==> config.mk <==
export PLATFORM = sky130hd
export DESIGN_NAME = multi_approach_signal_ctrl
export DESIGN_NICKNAME = d
export VERILOG_FILES = /design/src/rtl/multi_approach_signal_ctrl.sv
export SDC_FILE = /design/constraint.sdc
export NUM_CORES = 1
export LEC_CHECK = 0
export CORE_ASPECT_RATIO = 1.5
export CORE_MARGIN = 10
export CORE_UTILIZATION = 25
export CTS_CLUSTER_SIZE = 25
export DETAILED_ROUTE_END_ITERATION = 12
export PLACE_DENSITY_LB_ADDON = 0.05
export RECOVER_POWER = 50
export SLEW_MARGIN = 20
export SYNTH_ARGS = -nofsm -noshare
export SYNTH_HDL_FRONTEND = slang
export SYNTH_SLANG_ARGS = --single-unit
==> constraint.sdc <==
create_clock -name clk -period 3.2 [get_ports clk]
set_input_delay 0.32 -clock clk [delete_from_list [all_inputs] [get_ports clk]]
set_output_delay 0.32 -clock clk [all_outputs]
set_load 0.02 [all_outputs]
==> src/rtl/multi_approach_signal_ctrl.sv <==
// multi_approach_signal_ctrl: round-robin N-approach signal controller with ped walk phase and emergency preemption.
// Define DETECT_SKIP_EN to skip approaches with no vehicle present on rotation.
module multi_approach_signal_ctrl #(
  parameter int N_APPR = 4,
  parameter int T_GREEN = 30,
  parameter int T_YELLOW = 5,
  parameter int T_ALLRED = 2,
  parameter int T_WALK = 10,
  parameter int EMERG_MAX = 600,
  parameter int TW = 16,
  localparam int IW = (N_APPR > 2) ? $clog2(N_APPR) : 1
) (
  input  logic                clk,
  input  logic                reset,
  input  logic                tick,
  input  logic [N_APPR-1:0]   ped_req,
  input  logic [N_APPR-1:0]   veh_present,
  input  logic                emerg_req,
  input  logic [IW-1:0]       emerg_dir,
  output logic [3*N_APPR-1:0] light,
  output logic [N_APPR-1:0]   walk,
  output logic [N_APPR-1:0]   buzzer,
  output logic [IW-1:0]       active_idx,
  output logic                emerg_active
);
  typedef enum logic [2:0] {ALLRED, GREEN, YELLOW, WALK, E_GREEN, E_YELLOW} state_t;
  state_t state;
  logic [IW-1:0] idx, nxt, adv;
  logic [TW-1:0] timer, dur_m1;
  logic [N_APPR-1:0] ped_lat;
  logic armed, fresh, emerg_ok, done;

  function automatic logic [IW-1:0] step(input logic [IW-1:0] i, input int k);
    return IW'((int'(i) + k) % N_APPR);
  endfunction

`ifdef DETECT_SKIP_EN
  always_comb begin
    adv = idx;
    for (int k = N_APPR - 1; k >= 1; k--)
      if (veh_present[step(idx, k)]) adv = step(idx, k);
  end
`else
  logic unused_veh;
  assign unused_veh = ^veh_present;
  assign adv = step(idx, 1);
`endif

  // fresh: first green after reset is idx itself rather than its successor
  assign nxt = fresh ? idx : adv;
  assign emerg_ok = emerg_req && armed && int'(emerg_dir) < N_APPR;
  assign dur_m1 = state == GREEN ? TW'(T_GREEN - 1) :
                  (state == YELLOW || state == E_YELLOW) ? TW'(T_YELLOW - 1) :
                  state == WALK ? TW'(T_WALK - 1) :
                  state == E_GREEN ? TW'(EMERG_MAX - 1) : TW'(T_ALLRED - 1);
  assign done = timer == dur_m1;

  always_ff @(posedge clk or posedge reset)
    if (reset) begin
      state <= ALLRED;
      idx <= '0;
      timer <= '0;
      ped_lat <= '0;
      walk <= '0;
      armed <= 1'b1;
      fresh <= 1'b1;
    end else begin
      ped_lat <= ped_lat | ped_req;
      armed <= armed | ~emerg_req;
      if (tick) begin
        timer <= timer + 1'b1;
        case (state)
          ALLRED: if (done) begin
            timer <= '0;
            if (emerg_ok) begin
              state <= E_GREEN;
              idx <= emerg_dir;
              fresh <= 1'b0;
            end else if (|ped_lat) begin
              state <= WALK;
              walk <= ped_lat;
              ped_lat <= ped_req;
            end else begin
              state <= GREEN;
              idx <= nxt;
              fresh <= 1'b0;
            end
          end
          GREEN: if (emerg_ok || done) begin
            timer <= '0;
            state <= (emerg_ok && idx == emerg_dir) ? E_GREEN : YELLOW;
          end
          YELLOW, E_YELLOW: if (done) begin
            timer <= '0;
            state <= ALLRED;
          end
          WALK: if (emerg_ok || done) begin
            timer <= '0;
            walk <= '0;
            state <= emerg_ok ? ALLRED : GREEN;
            if (!emerg_ok) begin
              idx <= nxt;
              fresh <= 1'b0;
            end
          end
          E_GREEN: if (!emerg_req || done) begin
            timer <= '0;
            state <= E_YELLOW;
            if (emerg_req) armed <= 1'b0;
          end
          default: state <= ALLRED;
        endcase
      end
    end

  always_comb begin
    for (int i = 0; i < N_APPR; i++) begin
      light[3*i +: 3] = (IW'(i) != idx) ? 3'b100 :
                        (state == GREEN || state == E_GREEN) ? 3'b001 :
                        (state == YELLOW || state == E_YELLOW) ? 3'b010 : 3'b100;
      buzzer[i] = IW'(i) == nxt && (state == YELLOW || (state == ALLRED && !fresh && !(|ped_lat)));
    end
  end

  assign active_idx = (state == ALLRED || state == WALK) ? nxt : idx;
  assign emerg_active = state == E_GREEN;
endmodule

**Word-level counts from Yosys, hierarchy flattened**

Cells that the tools add are included.

- Output and inout bits: 23
- Word-level logic and storage cells: 114
- Register bits: 31

- Mux-type cells: 52
- Reduce and logical (&&, ||, !) cells: 28
- Bitwise gates (word level): 3
- Equal/unequal tests: 22
- Add/subtract/negate cells: 2

Operators with widths:

| cell | number |
|---|---|
| 16-bit 2-to-1 mux | 3 |
| 16-bit one-hot mux with 3 select lines | 1 |
| 10-bit 2-to-1 mux | 4 |
| 3-bit 2-to-1 mux | 13 |
| 4-bit 2-to-1 mux | 9 |
| 6-bit AND reduction | 3 |
| 16-bit by 1-bit adder with 16-bit output, second input constant | 1 |
| 16-bit by 10-bit == test with 1-bit output | 1 |
| 2-bit 2-to-1 mux | 8 |
| 3-bit one-hot mux with 5 select lines | 1 |
| 1-bit 2-to-1 mux | 10 |
| 2-bit != test, second input constant | 5 |
| 1-bit logical AND | 8 |
| 4-bit one-hot mux with 2 select lines | 1 |
| 3-bit by 2-bit == test with 1-bit output, second input constant | 2 |
| 3-bit == test, second input constant | 2 |
| 1-bit logical OR | 6 |
| 2-bit by 1-bit != test with 1-bit output, second input constant | 3 |
| 2-bit == test, first input constant | 2 |
| 2-bit != test, first input constant | 2 |
| 4-bit OR | 1 |
| 2-bit one-hot mux with 2 select lines | 1 |
| 2-bit nonzero test | 2 |
| 2-bit OR reduction | 2 |
| other kinds (14) | 16 |

**Depth between registers and ports, before layout**

- Depth after elaboration: 10
- Gate-level depth with buffers: 8
- Depth with buffers taken out: 6

**Least setup slack after synthesis**

Ideal clock, no wire load.

- Path kind: reg2reg
- Start: reg state[0]
- End: reg walk[0]
- Clock period less this slack: 2.132 ns
- Required time: 3.075 ns
- Library setup time: 0.125 ns
- Buffers on the path: 1
- Cell stages (with the launch flop): 8
- Arrival: 2.007 ns
- Setup slack: 1.068 ns
- Cell sequence: dfrtp_1 buf_6 nor3b_4 and4_4 o2111ai_4 o31ai_1 a21boi_0 mux2_2

- Longest elaborated chain between the ends: 9

Ends and longest elaborated chain:

| item | line | RTL |
|---|---|---|
| start: declaration | 27 | `state_t state;` |
| start signal: assignment | 91 | `state <= (emerg_ok && idx == emerg_dir) ? E_GREEN : YELLOW;` |
| start signal: assignment | 100 | `state <= emerg_ok ? ALLRED : GREEN;` |
| 3-bit == test * | - |  |
| via emerg_active | 24 | `output logic emerg_active` |
| 10-bit 2-to-1 mux * | 55 | `state == E_GREEN ? TW'(EMERG_MAX - 1) : TW'(T_ALLRED - 1);` |
| 10-bit 2-to-1 mux * | 54 | `state == WALK ? TW'(T_WALK - 1) :` |
| 10-bit 2-to-1 mux * | 53 | `(state == YELLOW \|\| state == E_YELLOW) ? TW'(T_YELLOW - 1) :` |
| 10-bit 2-to-1 mux * | 52 | `assign dur_m1 = state == GREEN ? TW'(T_GREEN - 1) :` |
| 16-bit by 10-bit == test with 1-bit output * | 56 | `assign done = timer == dur_m1;` |
| 1-bit logical OR | 97 | `WALK: if (emerg_ok \|\| done) begin` |
| 2-bit by 1-bit != test with 1-bit output (no source line) | - |  |
| 6-bit AND reduction (no source line) * | - |  |
| end signal: assignment | 81 | `walk <= ped_lat;` |
| end: declaration | 21 | `output logic [N_APPR-1:0] walk,` |

Mark *: on every way through the listed nets, which the timed path passes. The rest lies on a longest branch.
A chain may end at the register's enable or synchronous reset.

**Worst setup path after layout**

- Start: reg idx[0]
- End: out buzzer[1]

- Longest elaborated chain between the ends: 4

Ends and longest elaborated chain:

| item | line | RTL |
|---|---|---|
| start: declaration | 28 | `logic [IW-1:0] idx, nxt, adv;` |
| start signal: assignment | 77 | `idx <= emerg_dir;` |
| start signal: assignment | 85 | `idx <= nxt;` |
| start signal: assignment | 102 | `idx <= nxt;` |
| 2-bit by 1-bit adder with 2-bit output | 34 | `return IW'((int'(i) + k) % N_APPR);` |
| 2-bit 2-to-1 mux * | 50 | `assign nxt = fresh ? idx : adv;` |
| 1-bit by 2-bit == test with 1-bit output * | 121 | `buzzer[i] = IW'(i) == nxt && (state == YELLOW \|\| (state == ALLRED && !fresh && !(\|ped_lat)));` |
| 1-bit logical AND * | 121 |  |
| end: declaration | 22 | `output logic [N_APPR-1:0] buzzer,` |

Mark *: on every way between the ends. The rest lies on a longest branch, timed or not.

==> flow_metrics.env <==
export IMPL_ys_seq_elements=31
export IMPL_start_util=0.256
export IMPL_grt_max_degree=22
export IMPL_fin_util=0.322
export IMPL_post_route_min_period_ns=2.97
export IMPL_clk_path_buf_depth=2
export IMPL_p_switching_uw=1070
export IMPL_vias=1856
export IMPL_routed_wl_mm=6.09
export IMPL_min_from="armed"
export IMPL_n_fill_cell=935
export IMPL_final_common_cell="nor2_1"
export IMPL_post_cts_setup_buffers=0
export IMPL_grt_pass1_vias=1938
export IMPL_layout_drive_gt1_share=0.0996
export IMPL_numCtsBuffers=5
export IMPL_hold_path_class="reg -> reg"
export IMPL_timing_final_crit_share=0.927
export IMPL_vdd_drop_max_uv=440
export IMPL_clkPwrFrac=0.199
export IMPL_ys_flop_type="dfrtp_1"
export IMPL_port_buffers=32
export IMPL_crit_type="reg -> out"
export IMPL_dr_pass1_iters=4
export IMPL_die_height_um=134
export IMPL_ant_nets=0
export IMPL_track_usage=0.0988
export IMPL_syn_inst=248
export IMPL_place_inst=380
export IMPL_htree_levels=2
export IMPL_pwr_share_comb=0.529
export IMPL_num_rows=41
export IMPL_relSlewSlack=0.206
export IMPL_core_area_sq_mm=0.00846
export IMPL_syn_area_sq_mm=0.00217
export IMPL_critPathLaunch="idx[0]"
export IMPL_instances_no_fill=388
export IMPL_cp_slowest_cell="clkdlybuf4s50_1"
export IMPL_max_stage_delay_ns=0.61
export IMPL_antenna_cells=0
export IMPL_viasPerCell=4.78
export IMPL_postCtsHoldBufs=0
export IMPL_setup_viol=0
export IMPL_timing_hold_violations_final=0
export IMPL_area_growth_pct=25.7
export IMPL_clockRootBuffer="clkbuf_16"
export IMPL_async_reset_ff_frac=1.00
export IMPL_fmax_mhz=337
export IMPL_routabilityCongestion=0.715
export IMPL_cts_reportedPaths_clkPinSlew_ns=0.06
export IMPL_r2r_start="state[0]"
export IMPL_p_sw_frac=0.441
export IMPL_ioPinCount=37
export IMPL_tns_ns=0
export IMPL_maxCapViolations=0
export IMPL_grt_first_pass_wirelength_mm=10.0
export IMPL_power_density_mw_per_mm2=893
export IMPL_final_nets=299
export IMPL_cp_start_kind="flip-flop"
export IMPL_ys_seq_area_frac=0.359
export IMPL_grt_ovfl_total=0
export IMPL_cts_tree="done"
export IMPL_p_total_uw=2430
export IMPL_fin_skew_ns=0.00470
export IMPL_avgSynthCellArea_sq_um=8.75
export IMPL_regArea_sq_um=778
export IMPL_drt_first_iter_violations=100
export IMPL_die_area_sq_mm=0.0129
export IMPL_cts_sinks=31
export IMPL_p_int_uw=1360
export IMPL_synth_fp_nets=267
export IMPL_arrival_ns=2.65
export IMPL_slew_viol_final=0
export IMPL_ys_warn_count=0
export IMPL_p_leak_uw=0.00112
export IMPL_drc=0
export IMPL_synth_cell_types=54
export IMPL_outcome="finished clean"
export IMPL_antenna_found_initial=0
export IMPL_layout_common_cells="nor2_1 (39), dfrtp_1 (29), clkdlybuf4s50_1 (26), nand2_1 (20), xnor2_1 (14)"
export IMPL_routedWlPerCell_um=15.7
export IMPL_worst_setup_path_end_kind="output pin"
export IMPL_p_seq_frac=0.272
export IMPL_rsz0062_at_grt="no"
export IMPL_cts_resized_gates=0
export IMPL_worstPathMaxFanout=7
export IMPL_synth_edf_count=0
export IMPL_path_cells="inv_1 -> ha_1 -> mux2_2 -> or3_1 -> nor2_1 -> clkdlybuf4s50_1"
export IMPL_post_dp_hpwl_mm=4.72
export IMPL_die_w_um=96.1
export IMPL_insertion_delay_ns=0.28
export IMPL_cp_required_ns=2.88
export IMPL_multi_input_area_sq_mm=0.00126
export IMPL_tightest_slew_ns=1.19
==> cell type report <==
type | instances | area share
repair buffers | 38 | 0.133
flip-flops and latches | 31 | 0.285
clock buffers | 7 | 0.0523
inverters | 11 | 0.0151
clock inverters | 1 | 0.00184
well taps | 107 | 0.0491
multi-input cells | 193 | 0.464
==> power groups by stage <==
stage	clock, uW	sequential (uW)	combinational [uW]
2_1_floorplan	0	589	963
3_3_place_gp	0	672	1350
3_5_place_dp	0	673	1340
4_1_cts	501	664	1350
5_1_grt	518	685	1440
6_report	484	662	1290
==> path summary, 6_finish.rpt <==
| kind | endpoint | slack (ns) | cells after the start |
|---|---|---|---|
| setup / recovery | buzzer[1] | 0.23 | 6 |
| hold / removal | armed | 0.49 | 2 |
| setup reg to reg | walk[2] | 0.57 | 6 |
| hold reg to reg | armed | 0.49 | 2 |
| max in group asynchronous | timer[2] | 1.24 | 3 |
| min in group asynchronous | walk[1] | 0.50 | 2 |
==> cells in the mapped netlist (3+ instances only) <==
| master | count | area [sq um] |
|---|---|---|
| nand2_1 | 20 | 75.1 |
| and2_1 | 10 | 62.6 |
| nor4_1 | 3 | 18.8 |
| nand3_1 | 6 | 30.0 |
| a21o_1 | 4 | 30.0 |
| a21oi_1 | 8 | 40.0 |
| xnor2_1 | 14 | 123 |
| nor2_1 | 39 | 146 |
| and3_1 | 4 | 25.0 |
| nand4_1 | 6 | 37.5 |
| a21boi_0 | 5 | 37.5 |
| mux2_2 | 5 | 56.3 |
| nor3_1 | 5 | 25.0 |
| o31ai_1 | 3 | 22.5 |
| clkbuf_1 | 7 | 26.3 |
| or3_1 | 4 | 25.0 |
| xor2_1 | 7 | 61.3 |
| o21ai_0 | 7 | 35.0 |
| inv_1 | 11 | 41.3 |
| a31oi_1 | 3 | 18.8 |
| ha_1 | 5 | 62.6 |
| dfrtp_1 | 29 | 726 |
==> per-layer routing <==
layer  up-vias  part of all wire  track usage
met3         6             0.045       0.0207
met4         0             0.016       0.0345
met2        28              0.54        0.183
met5         -                 0            0
met1       887              0.39        0.104
li1        935                 -            -
==> cell families (layout without fill, tap and decap cells) <==
| kind of cell | count (synthesis) | after routing | synth area share |
|---|---|---|---|
| muxes | 8 | 8 | 0.0404 |
| buffers and inverters | 24 | 57 | 0.0531 |
| and+or+nand+nor | 111 | 111 | 0.268 |
| xor gates and xnor gates | 21 | 21 | 0.0848 |
| DFF | 31 | 31 | 0.359 |
| AOI/OAI and AO/OA | 48 | 48 | 0.167 |
| adders and majority gates | 5 | 5 | 0.0288 |
==> metrics by stage <==
stage | instance area, sq um | setup slack, ns | hold WS [ns]
6_report | 2730 | 0.234 | 0.489
5_1_grt | 2730 | 0.129 | 0.524
4_1_cts | 2740 | 0.207 | 0.376
3_5_place_dp | 2590 | 0.507 | 0.485
3_3_place_gp | 2590 | 0.553 | 0.488
2_1_floorplan | 2170 | 1.07 | 0.359
==> registers in the layout, summed over array words and instances, names as in the netlist <==
| name | flops |
|---|---|
| timer | 16 |
| ped_lat | 4 |
| walk | 4 |
| state | 3 |
| idx | 2 |
| armed | 1 |
| fresh | 1 |
==> worst max-delay path: cells and delay by family (launching register included) <==
kind | cells | cell delay (ns)
fa+ha+maj | 1 | 0.32
flops | 1 | 0.49
simple gates | 2 | 0.45
buf+inv | 2 | 0.81
mux | 1 | 0.30
No activity file was read; power rests on OpenSTA's default activity.
